$ cat src/rtl/minterm_sweep_ctrl.sv
// Steps a function's inputs through every minterm in ascending order, samples F after a
// programmable settle time, and compares the captured truth table against an expected mask.
module minterm_sweep_ctrl #(
   parameter int N_VARS = 4,
   parameter int SETTLE = 1
) (
   input  logic                   clk,
   input  logic                   rst_n,
   input  logic                   start,
   input  logic                   abort,
   input  logic [2**N_VARS-1:0]   expected,
   output logic [N_VARS-1:0]      vars_out,
   input  logic                   f_in,
   output logic                   busy,
   output logic                   done,
   output logic [2**N_VARS-1:0]   truth_table,
   output logic [N_VARS:0]        mismatch_cnt,
   output logic [N_VARS-1:0]      first_mismatch,
   output logic                   mismatch_any
);

   localparam logic [N_VARS-1:0] LAST_MINTERM = '1;
   localparam logic [3:0]        SETTLE_LAST  = 4'(SETTLE - 1);

   typedef enum logic {ST_IDLE, ST_WAIT} state_t;

   state_t                 state_reg;
   logic [2**N_VARS-1:0]   expected_reg;
   logic [N_VARS-1:0]      vars_reg;
   logic [3:0]             settle_cnt_reg;
   logic                   busy_reg;
   logic                   done_reg;
   logic [2**N_VARS-1:0]   truth_table_reg;
   logic [N_VARS:0]        mismatch_cnt_reg;
   logic [N_VARS-1:0]      first_mismatch_reg;
   logic                   mismatch_any_reg;

   // vars_reg doubles as the minterm index; it is held at 0 whenever idle.
   always_ff @(posedge clk or negedge rst_n) begin
      if (!rst_n) begin
         state_reg          <= ST_IDLE;
         expected_reg       <= '0;
         vars_reg           <= '0;
         settle_cnt_reg     <= '0;
         busy_reg           <= 1'b0;
         done_reg           <= 1'b0;
         truth_table_reg    <= '0;
         mismatch_cnt_reg   <= '0;
         first_mismatch_reg <= '0;
         mismatch_any_reg   <= 1'b0;
      end else begin
         done_reg <= 1'b0;
         case (state_reg)
            ST_IDLE: begin
               if (start) begin
                  expected_reg       <= expected;
                  truth_table_reg    <= '0;
                  mismatch_cnt_reg   <= '0;
                  first_mismatch_reg <= '0;
                  mismatch_any_reg   <= 1'b0;
                  vars_reg           <= '0;
                  settle_cnt_reg     <= '0;
                  busy_reg           <= 1'b1;
                  state_reg          <= ST_WAIT;
               end
            end
            ST_WAIT: begin
               if (abort) begin
                  state_reg <= ST_IDLE;
                  busy_reg  <= 1'b0;
                  vars_reg  <= '0;
               end else if (settle_cnt_reg == SETTLE_LAST) begin
                  truth_table_reg[vars_reg] <= f_in;
                  if (f_in != expected_reg[vars_reg]) begin
                     mismatch_cnt_reg <= mismatch_cnt_reg + 1'b1;
                     mismatch_any_reg <= 1'b1;
                     // Only the lowest mismatching minterm is kept, since the sweep ascends.
                     if (!mismatch_any_reg)
                        first_mismatch_reg <= vars_reg;
                  end
                  if (vars_reg == LAST_MINTERM) begin
                     state_reg <= ST_IDLE;
                     busy_reg  <= 1'b0;
                     vars_reg  <= '0;
                     done_reg  <= 1'b1;
                  end else begin
                     vars_reg       <= vars_reg + 1'b1;
                     settle_cnt_reg <= '0;
                  end
               end else begin
                  settle_cnt_reg <= settle_cnt_reg + 4'd1;
               end
            end
            default: state_reg <= ST_IDLE;
         endcase
      end
   end

   assign vars_out       = vars_reg;
   assign busy           = busy_reg;
   assign done           = done_reg;
   assign truth_table    = truth_table_reg;
   assign mismatch_cnt   = mismatch_cnt_reg;
   assign first_mismatch = first_mismatch_reg;
   assign mismatch_any   = mismatch_any_reg;

endmodule

$ cat config.mk
export PLATFORM = sky130hd
export DESIGN_NAME = minterm_sweep_ctrl
export DESIGN_NICKNAME = d
export VERILOG_FILES = /design/src/rtl/minterm_sweep_ctrl.sv
export SDC_FILE = /design/constraint.sdc
export NUM_CORES = 1
export LEC_CHECK = 0
export BUFFER_PORTS_ARGS = -buffer_cell sky130_fd_sc_hd__buf_2
export CAP_MARGIN = 20
export CORE_ASPECT_RATIO = 0.6
export CORE_MARGIN = 3
export CORE_UTILIZATION = 52
export CTS_BUF_LIST = sky130_fd_sc_hd__clkbuf_16
export CTS_CLUSTER_DIAMETER = 150
export CTS_CLUSTER_SIZE = 12
export DETAILED_ROUTE_END_ITERATION = 10
export HOLD_SLACK_MARGIN = 0.06
export PLACE_DENSITY = 0.82
export SYNTH_ARGS = -nofsm -noshare
export SYNTH_HDL_FRONTEND = slang
export SYNTH_SLANG_ARGS = --single-unit
export TNS_END_PERCENT = 10
$ cat constraint.sdc
create_clock -name clk -period 3.9 [get_ports clk]
set_clock_uncertainty 0.15 [all_clocks]
set_input_delay 0 -clock clk [delete_from_list [all_inputs] [get_ports clk]]
set_output_delay 0 -clock clk [all_outputs]
set_load 0.1 [all_outputs]
==> Word-level counts from Yosys, hierarchy flattened <==
Index checks and enable logic that the tools add are counted.
{ "classes": {"add_sub_neg": 3, "order_cmp": 2, "eq_ne": 10, "muxes": 47, "bitwise_logic": 1, "n_reduce_logical": 9} }
{ "op_table": {"columns": ["cell", "n"], "rows": [
  ["2-to-1 mux 16 bit", 3],
  ["2-to-1 mux 4 bit", 11],
  ["one-hot mux 16 bit (2 select lines)", 1],
  ["one-hot mux 4 bit (2 select lines)", 3],
  ["2-to-1 mux 5 bit", 4],
  ["2-to-1 mux 1 bit", 18],
  ["bitwise mux 16 bit", 1],
  ["one-hot mux 5 bit (2 select lines)", 1],
  ["AND reduction 3 bit", 3],
  ["adder 4 x 1 -> 4 bit (second input constant)", 2],
  ["inequality test 2 bit (second input constant)", 3],
  ["inequality test 3 x 2 -> 1 bit (second input constant)", 2],
  ["one-hot mux 1 bit (2 select lines)", 3],
  ["adder 5 x 1 -> 5 bit (second input constant)", 1],
  ["less-than comparator 4 x 5 -> 1 bit (second input constant)", 1],
  ["AND reduction 5 bit", 1],
  ["binary-select mux 1 bit (select 4 bit)", 1],
  ["demux 1 bit (select 4 bit)", 1],
  ["equality test 4 bit (second input constant)", 1],
  [">= comparator 4 x 1 -> 1 bit (second input constant)", 1],
  ["zero test 4 bit", 1],
  ["inequality test 2 x 1 -> 1 bit (second input constant)", 2],
  ["AND reduction 2 bit", 2],
  ["AND reduction 4 bit", 1],
  ["4 further kinds", 4]
]} }
{ "totals": {"reg_bits": 53, "wordCells": 82} }

==> Logic depth before layout (Yosys ltp) <==
{ "logic_depth": {"word_depth": 8, "depth_mapped": 8} }

==> Worst setup path after synthesis <==
No wires, ideal clock.
{ "synth_path": {"path_kind": "register to register", "start": "register vars_reg[0], in the netlist vars_out[0]", "end": "register first_mismatch_reg[0], in the netlist first_mismatch[0]", "arrival_time_ns": 3.073, "t_required_ns": 3.624, "slack_ns": 0.551, "path_stages_with_launch": 8, "n_path_buf": 2, "synth_period_minus_slack_ns": 3.349, "cell_sequence": "dfrtp_1 > buf_6 > mux4_1 > mux4_2 > xnor2_4 > a21o_2 > buf_6 > a221o_1"} }
{ "synth_between": {"elab_chain_cells": 5, "elab_cells_between_ends": 10} }
{ "synth_rtl": {"columns": ["element", "line_no", "rtl"], "rows": [
  ["start: declaration", "29", "logic [N_VARS-1:0] vars_reg;"],
  ["start signal: assignment", "87", "vars_reg <= vars_reg + 1'b1;"],
  ["binary-select mux 1 bit (select 4 bit) or 2-to-1 mux 4 bit (tied branches)", "74, 78", null],
  ["2-to-1 mux 1 bit (implied by the code) or 2-to-1 mux 4 bit (tied branches)", "74", "if (f_in != expected_reg[vars_reg]) begin"],
  ["inequality test 1 bit or 2-to-1 mux 4 bit (tied branches)", "74, 72", null],
  ["inequality test 2 x 1 -> 1 bit (no source line) or 2-to-1 mux 4 bit (tied branches)", null, null],
  ["AND reduction 5 bit (no source line) or one-hot mux 4 bit (2 select lines) (tied branches)", null, null],
  ["end signal: assignment", "79", "first_mismatch_reg <= vars_reg;"],
  ["end: declaration", "35", "logic [N_VARS-1:0] first_mismatch_reg;"]
]} }
Parallel ways exist; a longest one is shown, timed or not. The select of a mux whose other input is x is not followed.
A chain may end at the register's enable or synchronous reset.

==> Worst setup path after layout <==
{ "layout_path": {"start": "register vars_reg[0], in the netlist vars_out[0]", "end": "register first_mismatch_reg[2], in the netlist first_mismatch[2]"} }
{ "layout_between": {"elab_chain_cells": 5} }
{ "layout_rtl": {"columns": ["element", "line_no"], "rows": [
  ["binary-select mux 1 bit (select 4 bit)", "74"],
  ["2-to-1 mux 1 bit (implied by the code)", "74"],
  ["inequality test 1 bit", "74"],
  ["inequality test 2 x 1 -> 1 bit (no source line)", null],
  ["AND reduction 5 bit (no source line)", null]
]} }
Every way passes these cells. The select of a mux whose other input is x is not followed.

==> results.py <==
metrics = {
    "outcome": {
        "status": "complete, no violations",
    },
    "detailed_routing": {
        "ant_nets": 0,
        "first_pass_iters": 4,
        "wl_microns": 6170,
        "drc": 0,
        "wl_per_cell_microns": 15.35,
        "vias_per_cell": 5.517,
        "num_vias": 2218,
        "drt_iter0_drc": 126,
    },
    "cells_and_area": {
        "nets": 366,
        "final_common_cell": "nand2_1",
        "finish.instance_area_sq_um": 3297,
        "antennaDiodeCount": 0,
        "n_fill_cell": 367,
        "drive_gt1_share_pct": 20.35,
        "final_cell_mix": "nand2_1, dfrtp_1, buf_2",
        "area_growth_syn_to_layout_pct": 24.59,
    },
    "timing": {
        "rsz0062_at_grt": "false",
        "max_freq_mhz": 341.2,
        "relSlewSlack_pct": 50.87,
        "timing.final.ws_setup_ns": 0.9689,
        "hold_viol": 0,
        "tightest_slew_ns": 0.7370,
        "period_share_pct": 75.16,
        "finalMaxSlewViolations": 0,
        "setup_viol": 0,
        "fin_crit_ns": 2.931,
        "setup_tns_ns": 0,
    },
    "setup_path": {
        "cp_cell_sequence": "mux4_1 > mux4_2 > xnor2_4 > a21o_2 > a221o_1",
        "critPathKind": "reg -> reg",
        "critPathArrivalTime_ns": 2.95,
        "critPathSlowestCell": "dfrtp_1",
        "cp.required_ns": 3.92,
        "cp-start-kind": "register",
        "worstPathMaxFanout": 12,
        "max_stage_delay_ns": 0.64,
        "cp-end-kind": "register",
    },
    "power_and_ir_drop": {
        "p_sw_w": 0.001054,
        "swShare_pct": 44.69,
        "p_per_area_nw_per_um2": 715.3,
        "vdd_ir_drop_max_mv": 0.4630,
        "power.leakage_nw": 1.654,
        "p_int_w": 0.001304,
        "p_seq_share_pct": 36.0,
        "finalPower_w": 0.002358,
        "p_comb_share_pct": 43.1,
        "pwr-share-clk_pct": 20.9,
    },
    "clock_network": {
        "clkLatencyLatePin_ns": 0.29,
        "cts-root-buf": "clkbuf_16",
        "clock-sinks": 53,
        "cts.reportedPaths.clkPinSlew_ns": 0.07,
        "postCtsSetupBuffers": 0,
        "htree_levels": 2,
        "cts_tree": "built",
        "cts_buffers": 5,
        "cts_max_path_buffers": 2,
    },
    "floorplan": {
        "num_io_pins": 53,
        "core_sq_um": 4731,
        "die_area_sq_um": 6009,
        "start_util_pct": 55.94,
        "fp.dieW_microns": 98.10,
        "rows": 19,
        "die_y_microns": 61.26,
    },
    "synthesis": {
        "syn-cell-area_sq_um": 2646,
        "ys_seq_area_share_pct": 50.12,
        "syn_nets": 299,
        "syn_inst": 271,
        "synth_edf_count": 0,
        "synth.top_cell.area_share_pct": 50.12,
        "synth_area_leaders": "dfrtp_1, nand2_1, o21ai_0",
        "synthAdderAreaFrac_pct": 3.310,
        "ys_types": 38,
        "synth_top_family_by_area": "simple AND/OR/NAND/NOR gates",
        "avgSynthCellArea_sq_um": 9.765,
        "synth_simple_gate_area_share_pct": 18.30,
        "synth_ff_type": "dfrtp_1",
        "async_flop_share_pct": 100.0,
        "synth_compound_area_share_pct": 16.83,
        "synth_mux_area_share_pct": 5.343,
        "synth-seq-cells": 53,
        "yosysWarningCount": 0,
        "synth_xor_area_share_pct": 2.364,
        "yosys.area.top_type": "dfrtp_1",
    },
    "global_route": {
        "grt_overflow": 0,
        "antenna_found_initial": 0,
        "grt_max_degree": 54,
        "grt_pass1_wl_microns": 10170,
        "grt_pass1_vias": 2035,
        "track_usage_pct": 21.78,
    },
    "run": {
        "cap_violations": 0,
    },
    "placement": {
        "postPlaceCellArea_sq_um": 2920,
        "io_buffers": 52,
        "hpwlAfterDp_microns": 4341,
        "globalplace.congestion": 0.8412,
        "pre_cts_slack_ns": 0.9676,
    },
    "worst_hold_path": {
        "hp-class": "in -> async",
    },
}
-- worst max-delay path, delay by kind of cell, from the launching register on --
family / cells / cell delay (ns)
mux: 2 / 1.17
xor+xnor: 1 / 0.18
flops: 1 / 0.64
compound gates: 2 / 0.67
-- cells in the mapped netlist, types with 4 or more instances --
cell type,count
ha_1,7
inv_1,5
o21ai_1,10
nand2_1,61
o21ai_0,31
nand3_1,14
clkbuf_1,11
nor3_1,5
nor2b_1,4
nor2_1,7
dfrtp_1,53
and3_1,5
a21boi_0,15
nand2b_1,4
-- power groups by stage --
stage               combinational [W]  sequential [W]  clock, W
finish                        0.00102        0.000849  0.000492
global route                  0.00110        0.000869  0.000522
CTS                           0.00101        0.000845  0.000501
detailed placement           0.000992        0.000853         0
global placement             0.000976        0.000846         0
floorplan                    0.000568         0.00108         0
-- layer usage --
| layer | GRT usage (%) | routed length (microns) | up-vias | part of all wire (%) |
|---|---|---|---|---|
| met5 | 0 | 0 | - | 0 |
| met4 | 4.734 | 39 | 0 | 0.63 |
| met3 | 4.412 | 498 | 5 | 8.1 |
| met2 | 32.79 | 2539 | 78 | 41 |
| met1 | 33.04 | 3092 | 1052 | 50 |
| li1 | - | - | 1083 | - |
-- final timing paths --
check	from	end	slack (ns)	cells past startpoint
min in group clk	expected[6]	expected_reg[6]$_DFFE_PN0P_	0.28	4
max in group asynchronous	rst_n	mismatch_any$_DFFE_PN0P_	2.94	3
min	rst_n	expected_reg[9]$_DFFE_PN0P_	0.21	3
max reg2reg	vars_out[0]$_DFFE_PN0P_	first_mismatch[2]$_DFFE_PN0P_	0.97	5
max	vars_out[0]$_DFFE_PN0P_	first_mismatch[2]$_DFFE_PN0P_	0.97	5
min reg2reg	expected_reg[7]$_DFFE_PN0P_	expected_reg[7]$_DFFE_PN0P_	0.33	2
-- repair_timing --
action                    CTS  global route
hold buffers               21             0
hold endpoints to repair   88             0
resized for setup           0             0
-- final cells by class --
class	instances	area, sq um	area share, %
sequential	53	1326	40.23
multi-input combinational	198	1221	37.04
timing repair buffer	75	485.5	14.72
clock buffer	5	125.1	3.795
tap	63	78.83	2.391
clock inverter	3	41.29	1.252
inverter	5	18.77	0.5693
-- cell families (layout without fill, tap and decap cells) --
logic type	count (synthesis)	after routing
AOI/OAI and AO/OA	72	72
xor gates and xnor gates	5	5
adders and majority gates	7	7
buffers and inverters	20	88
DFF	53	53
muxes	7	7
and+or+nand+nor	107	107
-- through the flow --
step | utilization [%] | cells | hold slack [ns]
final | 69.69 | 402 | 0.2086
after CTS | 69.69 | 402 | 0.2380
after global routing | 69.69 | 402 | 0.2715
after detailed placement | 61.73 | 373 | 0.01161
after global placement | 61.73 | 373 | -0.0003861
after floorplan | - | 271 | -0.4456
Power figures use the tool's default switching activity.
